File: config.mk
export PLATFORM = sky130hd
export DESIGN_NAME = serial_adder_flat
export DESIGN_NICKNAME = d
export VERILOG_FILES = /design/src/rtl/serial_adder_if.sv /design/src/rtl/serial_adder.sv /design/src/flat_wrapper.sv
export SDC_FILE = /design/constraint.sdc
export NUM_CORES = 1
export LEC_CHECK = 0
export BUFFER_PORTS_ARGS = -buffer_cell sky130_fd_sc_hd__buf_2
export CORE_AREA = 8 8 64 66
export DETAILED_ROUTE_END_ITERATION = 10
export DIE_AREA = 0 0 72 74
export PLACE_DENSITY = 0.83
export SKIP_LAST_GASP = 1
export SYNTH_ARGS = -nofsm -noshare
export SYNTH_HDL_FRONTEND = slang
export SYNTH_SLANG_ARGS = --single-unit
File: constraint.sdc
create_clock -name clk -period 1.58 [get_ports clk]
set_input_delay 0.158 -clock clk [delete_from_list [all_inputs] [get_ports clk]]
set_output_delay 0.158 -clock clk [all_outputs]
set_load 0.01 [all_outputs]
File: src/rtl/serial_adder_if.sv
// serial_adder_if: operand/result bundle for the bit-serial adder.
//   start    - request (master -> slave), sampled in IDLE or DONE
//   a, b     - WIDTH-bit operands (master -> slave)
//   cin      - carry-in (master -> slave)
//   sub      - subtract select, present only when SERIAL_ADDER_SUB_EN is defined
//   sum      - WIDTH-bit result (slave -> master), held until the next completion
//   cout     - carry out of the MSB (slave -> master)
//   overflow - signed overflow (slave -> master)
//   busy     - high while bits are being processed (slave -> master)
//   done     - one-cycle completion pulse (slave -> master)
// Optional feature macro: SERIAL_ADDER_SUB_EN.
interface serial_adder_if #(
  parameter int WIDTH = 8
) ();
  logic             start;
  logic [WIDTH-1:0] a;
  logic [WIDTH-1:0] b;
  logic             cin;
`ifdef SERIAL_ADDER_SUB_EN
  logic             sub;
`endif
  logic [WIDTH-1:0] sum;
  logic             cout;
  logic             overflow;
  logic             busy;
  logic             done;

`ifdef SERIAL_ADDER_SUB_EN
  modport master (output start, a, b, cin, sub, input sum, cout, overflow, busy, done);
  modport slave  (input start, a, b, cin, sub, output sum, cout, overflow, busy, done);
`else
  modport master (output start, a, b, cin, input sum, cout, overflow, busy, done);
  modport slave  (input start, a, b, cin, output sum, cout, overflow, busy, done);
`endif
endinterface

File: src/rtl/serial_adder.sv
// serial_adder: bit-serial adder, one full-adder stage plus a carry flip-flop,
// processing WIDTH-bit operands LSB-first at one bit per clock.
// Ports:
//   clk   - rising-edge clock
//   reset - synchronous active-high reset
//   bus   - serial_adder_if.slave (start/a/b/cin[/sub] in, sum/cout/overflow/busy/done out)
// Timing: the accepting edge loads the operands, WIDTH further edges process
// the bits, and the last of those raises done for one cycle.  A start seen in
// DONE is accepted like one seen in IDLE, giving a WIDTH+1 clock throughput.
// Optional feature macro: SERIAL_ADDER_SUB_EN adds the sub input; sub=1 loads
// ~b and forces the carry-in to 1 so the result is a - b.
module serial_adder #(
  parameter int WIDTH = 8
) (
  input logic          clk,
  input logic          reset,
  serial_adder_if.slave bus
);
  localparam int CW = $clog2(WIDTH);

  typedef enum logic [1:0] {
    IDLE = 2'd0,
    RUN  = 2'd1,
    DONE = 2'd2
  } state_t;

  state_t           state_q, state_d;
  logic [WIDTH-1:0] a_sh_q, a_sh_d;
  logic [WIDTH-1:0] b_sh_q, b_sh_d;
  // Holds the low WIDTH-1 result bits while the next operation runs, so the
  // visible sum stays untouched until completion.
  logic [WIDTH-2:0] shadow_q, shadow_d;
  logic             carry_q, carry_d;
  logic [CW-1:0]    cnt_q, cnt_d;
  logic [WIDTH-1:0] sum_q, sum_d;
  logic             cout_q, cout_d;
  logic             ovf_q, ovf_d;

  logic             bit_s;
  logic             carry_nx;
  logic [WIDTH-1:0] shift_w;
  logic             b_load_inv;
  logic             carry_load;

  // Full-adder stage on the current LSBs.
  assign bit_s    = a_sh_q[0] ^ b_sh_q[0] ^ carry_q;
  assign carry_nx = (a_sh_q[0] & b_sh_q[0]) | (carry_q & (a_sh_q[0] ^ b_sh_q[0]));
  // New bit enters at the MSB end; on the final bit this is the complete sum.
  assign shift_w  = {bit_s, shadow_q};

`ifdef SERIAL_ADDER_SUB_EN
  assign b_load_inv = bus.sub;
  assign carry_load = bus.sub | bus.cin;
`else
  assign b_load_inv = 1'b0;
  assign carry_load = bus.cin;
`endif

  always_comb begin
    state_d  = state_q;
    a_sh_d   = a_sh_q;
    b_sh_d   = b_sh_q;
    shadow_d = shadow_q;
    carry_d  = carry_q;
    cnt_d    = cnt_q;
    sum_d    = sum_q;
    cout_d   = cout_q;
    ovf_d    = ovf_q;
    case (state_q)
      IDLE, DONE: begin
        if (bus.start) begin
          a_sh_d  = bus.a;
          b_sh_d  = b_load_inv ? ~bus.b : bus.b;
          carry_d = carry_load;
          cnt_d   = '0;
          state_d = RUN;
        end else begin
          state_d = IDLE;
        end
      end
      RUN: begin
        a_sh_d   = a_sh_q >> 1;
        b_sh_d   = b_sh_q >> 1;
        shadow_d = shift_w[WIDTH-1:1];
        carry_d  = carry_nx;
        cnt_d    = cnt_q + 1'b1;
        if (cnt_q == CW'(WIDTH - 1)) begin
          // carry_q is still the carry into the MSB here, carry_nx the carry out.
          sum_d   = shift_w;
          cout_d  = carry_nx;
          ovf_d   = carry_q ^ carry_nx;
          state_d = DONE;
        end
      end
      default: state_d = IDLE;
    endcase
  end

  always_ff @(posedge clk) begin
    if (reset) begin
      state_q  <= IDLE;
      a_sh_q   <= '0;
      b_sh_q   <= '0;
      shadow_q <= '0;
      carry_q  <= 1'b0;
      cnt_q    <= '0;
      sum_q    <= '0;
      cout_q   <= 1'b0;
      ovf_q    <= 1'b0;
    end else begin
      state_q  <= state_d;
      a_sh_q   <= a_sh_d;
      b_sh_q   <= b_sh_d;
      shadow_q <= shadow_d;
      carry_q  <= carry_d;
      cnt_q    <= cnt_d;
      sum_q    <= sum_d;
      cout_q   <= cout_d;
      ovf_q    <= ovf_d;
    end
  end

  assign bus.sum      = sum_q;
  assign bus.cout     = cout_q;
  assign bus.overflow = ovf_q;
  assign bus.busy     = (state_q == RUN);
  assign bus.done     = (state_q == DONE);
endmodule

File: src/flat_wrapper.sv
// flat-port wrapper written by rule: the top's interface ports become plain ports
module serial_adder_flat 
#(
  parameter int WIDTH = 8
)
  (clk, reset, bus_start, bus_a, bus_b, bus_cin, bus_sum, bus_cout, bus_overflow, bus_busy, bus_done);
  serial_adder_if #(.WIDTH(WIDTH)) bus_i ();
  input logic clk;
  input logic reset;
  input wire logic [$bits(bus_i.start)-1:0] bus_start;
  input wire logic [$bits(bus_i.a)-1:0] bus_a;
  input wire logic [$bits(bus_i.b)-1:0] bus_b;
  input wire logic [$bits(bus_i.cin)-1:0] bus_cin;
  output wire logic [$bits(bus_i.sum)-1:0] bus_sum;
  output wire logic [$bits(bus_i.cout)-1:0] bus_cout;
  output wire logic [$bits(bus_i.overflow)-1:0] bus_overflow;
  output wire logic [$bits(bus_i.busy)-1:0] bus_busy;
  output wire logic [$bits(bus_i.done)-1:0] bus_done;
  assign bus_i.start = bus_start;
  assign bus_i.a = bus_a;
  assign bus_i.b = bus_b;
  assign bus_i.cin = bus_cin;
  assign bus_sum = bus_i.sum;
  assign bus_cout = bus_i.cout;
  assign bus_overflow = bus_i.overflow;
  assign bus_busy = bus_i.busy;
  assign bus_done = bus_i.done;
  serial_adder #(.WIDTH(WIDTH)) u_core (.clk(clk), .reset(reset), .bus(bus_i));
endmodule
==> flow_summary_export.csv <==
group,metric,value,unit
run_status,status,"complete, no violations",
worst_setup_path,path_cells,"ha_1, ha_1, and3b_1, nor2_1, a211oi_1",
power_and_ir_drop,vdd_drop_max,0.638,mV
worst_setup_path,endpoint_kind,"flip-flop",
worst_setup_path,cp_max_fo,11,
synthesis,syn_avg_cell_area,8.14,sq um
clock_tree,cts_setup_buffers,0,
detailed_routing,viasPerCell,4.96,
worst_setup_path,slowest_stage,"and3b_1",
synthesis,synth_top_cell_by_area,"dfxtp_1",
clock_tree,clockRootBuffer,"clkbuf_4",
detailed_routing,ant_nets,0,
floorplanning,dieArea,0.00533,sq mm
placement,gp_congestion,0.728,
synthesis,yosys_warnings,0,
synthesis,ys_ff_latch,39,
grt,track_usage,12.2,%
clock_tree,clk_latency,0.34,ns
power_and_ir_drop,leakagePower,0.733,nW
synthesis,ys_types,21,
finish,nets,244,
synthesis,async_flop_share,0,%
finish,drive_above_1_share,19.8,%
finish,fill_cells,324,
timing,drv_slew,0,
clock_tree,cts_buffers,5,
floorplanning,placementRows,21,
grt,grt_pass1_wl,5220,um
placement,port_buffers,31,
worst_setup_path,timing.critical_path.required,1.83,ns
timing,period_minus_slack,1.42,ns
worst_setup_path,crit_type,"reg2reg",
detailed_routing,firstDrtPassIters,4,
floorplanning,start_util,49.4,%
power_and_ir_drop,power_density,1020,mW/mm^2
placement,dpl_cell_area,0.00173,sq mm
timing,relSlewSlack,55.6,%
floorplanning,core,0.00318,sq mm
detailed_routing,wl,3020,um
synthesis,synthesis.area,0.00157,sq mm
worst_setup_path,cp_common_cell,"ha_1",
synthesis,seq_area_frac_synth,49.7,%
clock_tree,cts_sinks,39,
detailed_routing,vias,1330,
synthesis,synth_top_area_share,49.7,%
clock_tree,cts_max_level,2,
placement,hpwl,2120,um
grt,grt_antenna_before_repair,0,
worst_setup_path,startpoint_type,"flip-flop",
finish,area.sequential,781,sq um
detailed_routing,post-route-drc-count,0,
timing,clock.fmax,704,MHz
timing,setup_viol,0,
worst_setup_path,critical-path-max-stage-delay,0.37,ns
finish,multi_input_area,693,sq um
timing,worst_hold_slack,0.0465,ns
synthesis,synth_area_leaders,"dfxtp_1 50%, nand2_1 16%, a311oi_1 8.4%",
worst_setup_path,cp.arrival,1.68,ns
timing,setup_tns,0,ns
placement,dp.cells,260,
timing,fin_skew,0.00701,ns
timing,worst_pin_slew,0.666,ns
timing,finalHoldViolCount,0,
finish,diodes,0,
flow_run,max_cap_viol_count,0,
synthesis,synth-edff-count,0,
clock_tree,cts_tree,"yes",
finish,stdcell_area,0.00180,sq mm
hold_path,hold_class,"in2reg",
finish,area_delta_synth_final,14.4,%
clock_tree,clockBufferDepth,2,
timing,rsz0062_at_grt,"no",
finish,finalNonFillerCells,268,
synthesis,syn_inst,193,
clock_tree,cts.clk_slew.worst_paths,0.11,ns
detailed_routing,drt-initial-drc-count,83,
synthesis,synth_most_common_cell,"nand2_1",
floorplanning,die_x,72,um
floorplanning,ios,32,
synthesis,yosys-top-cells-count,"66 x nand2_1, 39 x dfxtp_1, 21 x a21oi_1, 18 x nor2_1, 15 x a311oi_1",
synthesis,syn_nets,216,
grt,grt.overflow.total,0,
synthesis,synth_ff_type,"dfxtp_1",
timing,min_period_over_period,90.0,%
grt,grt_pass1_vias,1240,
floorplanning,die_h,74,um
grt,grt_max_degree,40,
detailed_routing,post_drt_wl_per_cell,11.3,um
## cell type report
class,count,area share [%]
multi-input combinational,138,38.6
timing repair buffer,36,10.7
tap,46,3.20
inverter,1,0.209
clock buffer,8,3.83
sequential,39,43.5
## placed cells by master (no fill, tap or decap)
| cell | Yosys | routed |
|---|---|---|
| nand2_1 | 66 | 66 |
| dfxtp_1 | 39 | 39 |
| buf_2 | 5 | 31 |
| a21oi_1 | 21 | 21 |
| nor2_1 | 18 | 18 |
| a311oi_1 | 15 | 15 |
| nand3_1 | 5 | 5 |
| clkbuf_4 | 0 | 5 |
| buf_4 | 6 | 5 |
| nand2b_1 | 3 | 3 |
| nor2b_1 | 2 | 2 |
| ha_1 | 2 | 2 |
| clkbuf_8 | 0 | 2 |
| inv_2 | 0 | 1 |
| and3b_1 | 1 | 1 |
| nand3b_1 | 1 | 1 |
| xnor2_1 | 1 | 1 |
| a211oi_1 | 1 | 1 |
| o21a_1 | 1 | 1 |
| fa_1 | 1 | 1 |
| clkbuf_1 | 2 | 1 |
## routing by layer
| metal | GRT usage (%) | vias to the layer above | wire (um) |
|---|---|---|---|
| li1 | - | 703 | - |
| met2 | 19.0 | 36 | 1220 |
| met5 | 0 | - | 0 |
| met3 | 4.85 | 6 | 186 |
| met1 | 14.5 | 585 | 1570 |
| met4 | 5.44 | 0 | 47 |
## kinds of logic after synthesis
kind of cell,Yosys count,synth area share (%)
xor gates and xnor gates,1,0.558
and+or+nand+nor,96,24.7
buffers and inverters,16,6.13
AOI/OAI and AO/OA,38,16.0
DFF,39,49.7
adders and majority gates,3,2.87
## metrics by stage
| step | util, % | power, mW | setup slack (ns) |
|---|---|---|---|
| 2_1_floorplan | - | 1.24 | 0.324 |
| 3_3_place_gp | 54.3 | 1.29 | 0.252 |
| 3_5_place_dp | 54.3 | 1.29 | 0.174 |
| 4_1_cts | 56.5 | 1.86 | 0.0127 |
| 5_1_grt | 56.5 | 1.92 | 0.0148 |
| 6_report | 56.5 | 1.84 | 0.159 |
## flip-flops by register name, indices dropped and copies added, names as in the netlist
signal / flops
u_core.a_sh_q: 8
u_core.state_q: 2
u_core.cnt_q: 3
u_core.bus.cout: 1
u_core.carry_q: 1
u_core.bus.overflow: 1
u_core.shadow_q: 7
u_core.bus.sum: 8
u_core.b_sh_q: 8
## worst max-delay path: cells and delay by family (launching register included)
kind | cells | cell delay (ns)
flops | 1 | 0.36
compound gates | 1 | 0.21
simple gates | 2 | 0.44
fa+ha+maj | 2 | 0.32
## what timing repair did
item                       in CTS  in global routing
setup endpoints to repair       0                  1
hold endpoints to repair        0                  0
gates resized for setup         0                  1
hold buffers                    0                  0
## path summary, 6_finish.rpt
path / from / end / slack (ns) / cells past startpoint
max: u_core.cnt_q[0]$_SDFFE_PP0P_ / u_core.bus.overflow$_SDFFE_PP0P_ / 0.16 / 5
min: bus_a[7] / u_core.a_sh_q[7]$_SDFFE_PP0P_ / 0.05 / 3
max reg2reg: u_core.cnt_q[0]$_SDFFE_PP0P_ / u_core.bus.overflow$_SDFFE_PP0P_ / 0.16 / 5
min reg2reg: u_core.bus.sum[0]$_SDFFE_PP0P_ / u_core.bus.sum[0]$_SDFFE_PP0P_ / 0.46 / 2
## where the power goes
group / leakage, nW / internal (mW) / switching (mW)
clock: 0.0386 / 0.262 / 0.306
sequential: 0.318 / 1.03 / 0.0316
combinational: 0.376 / 0.0850 / 0.120
Note: power is estimated with default switching activity, not from simulation.
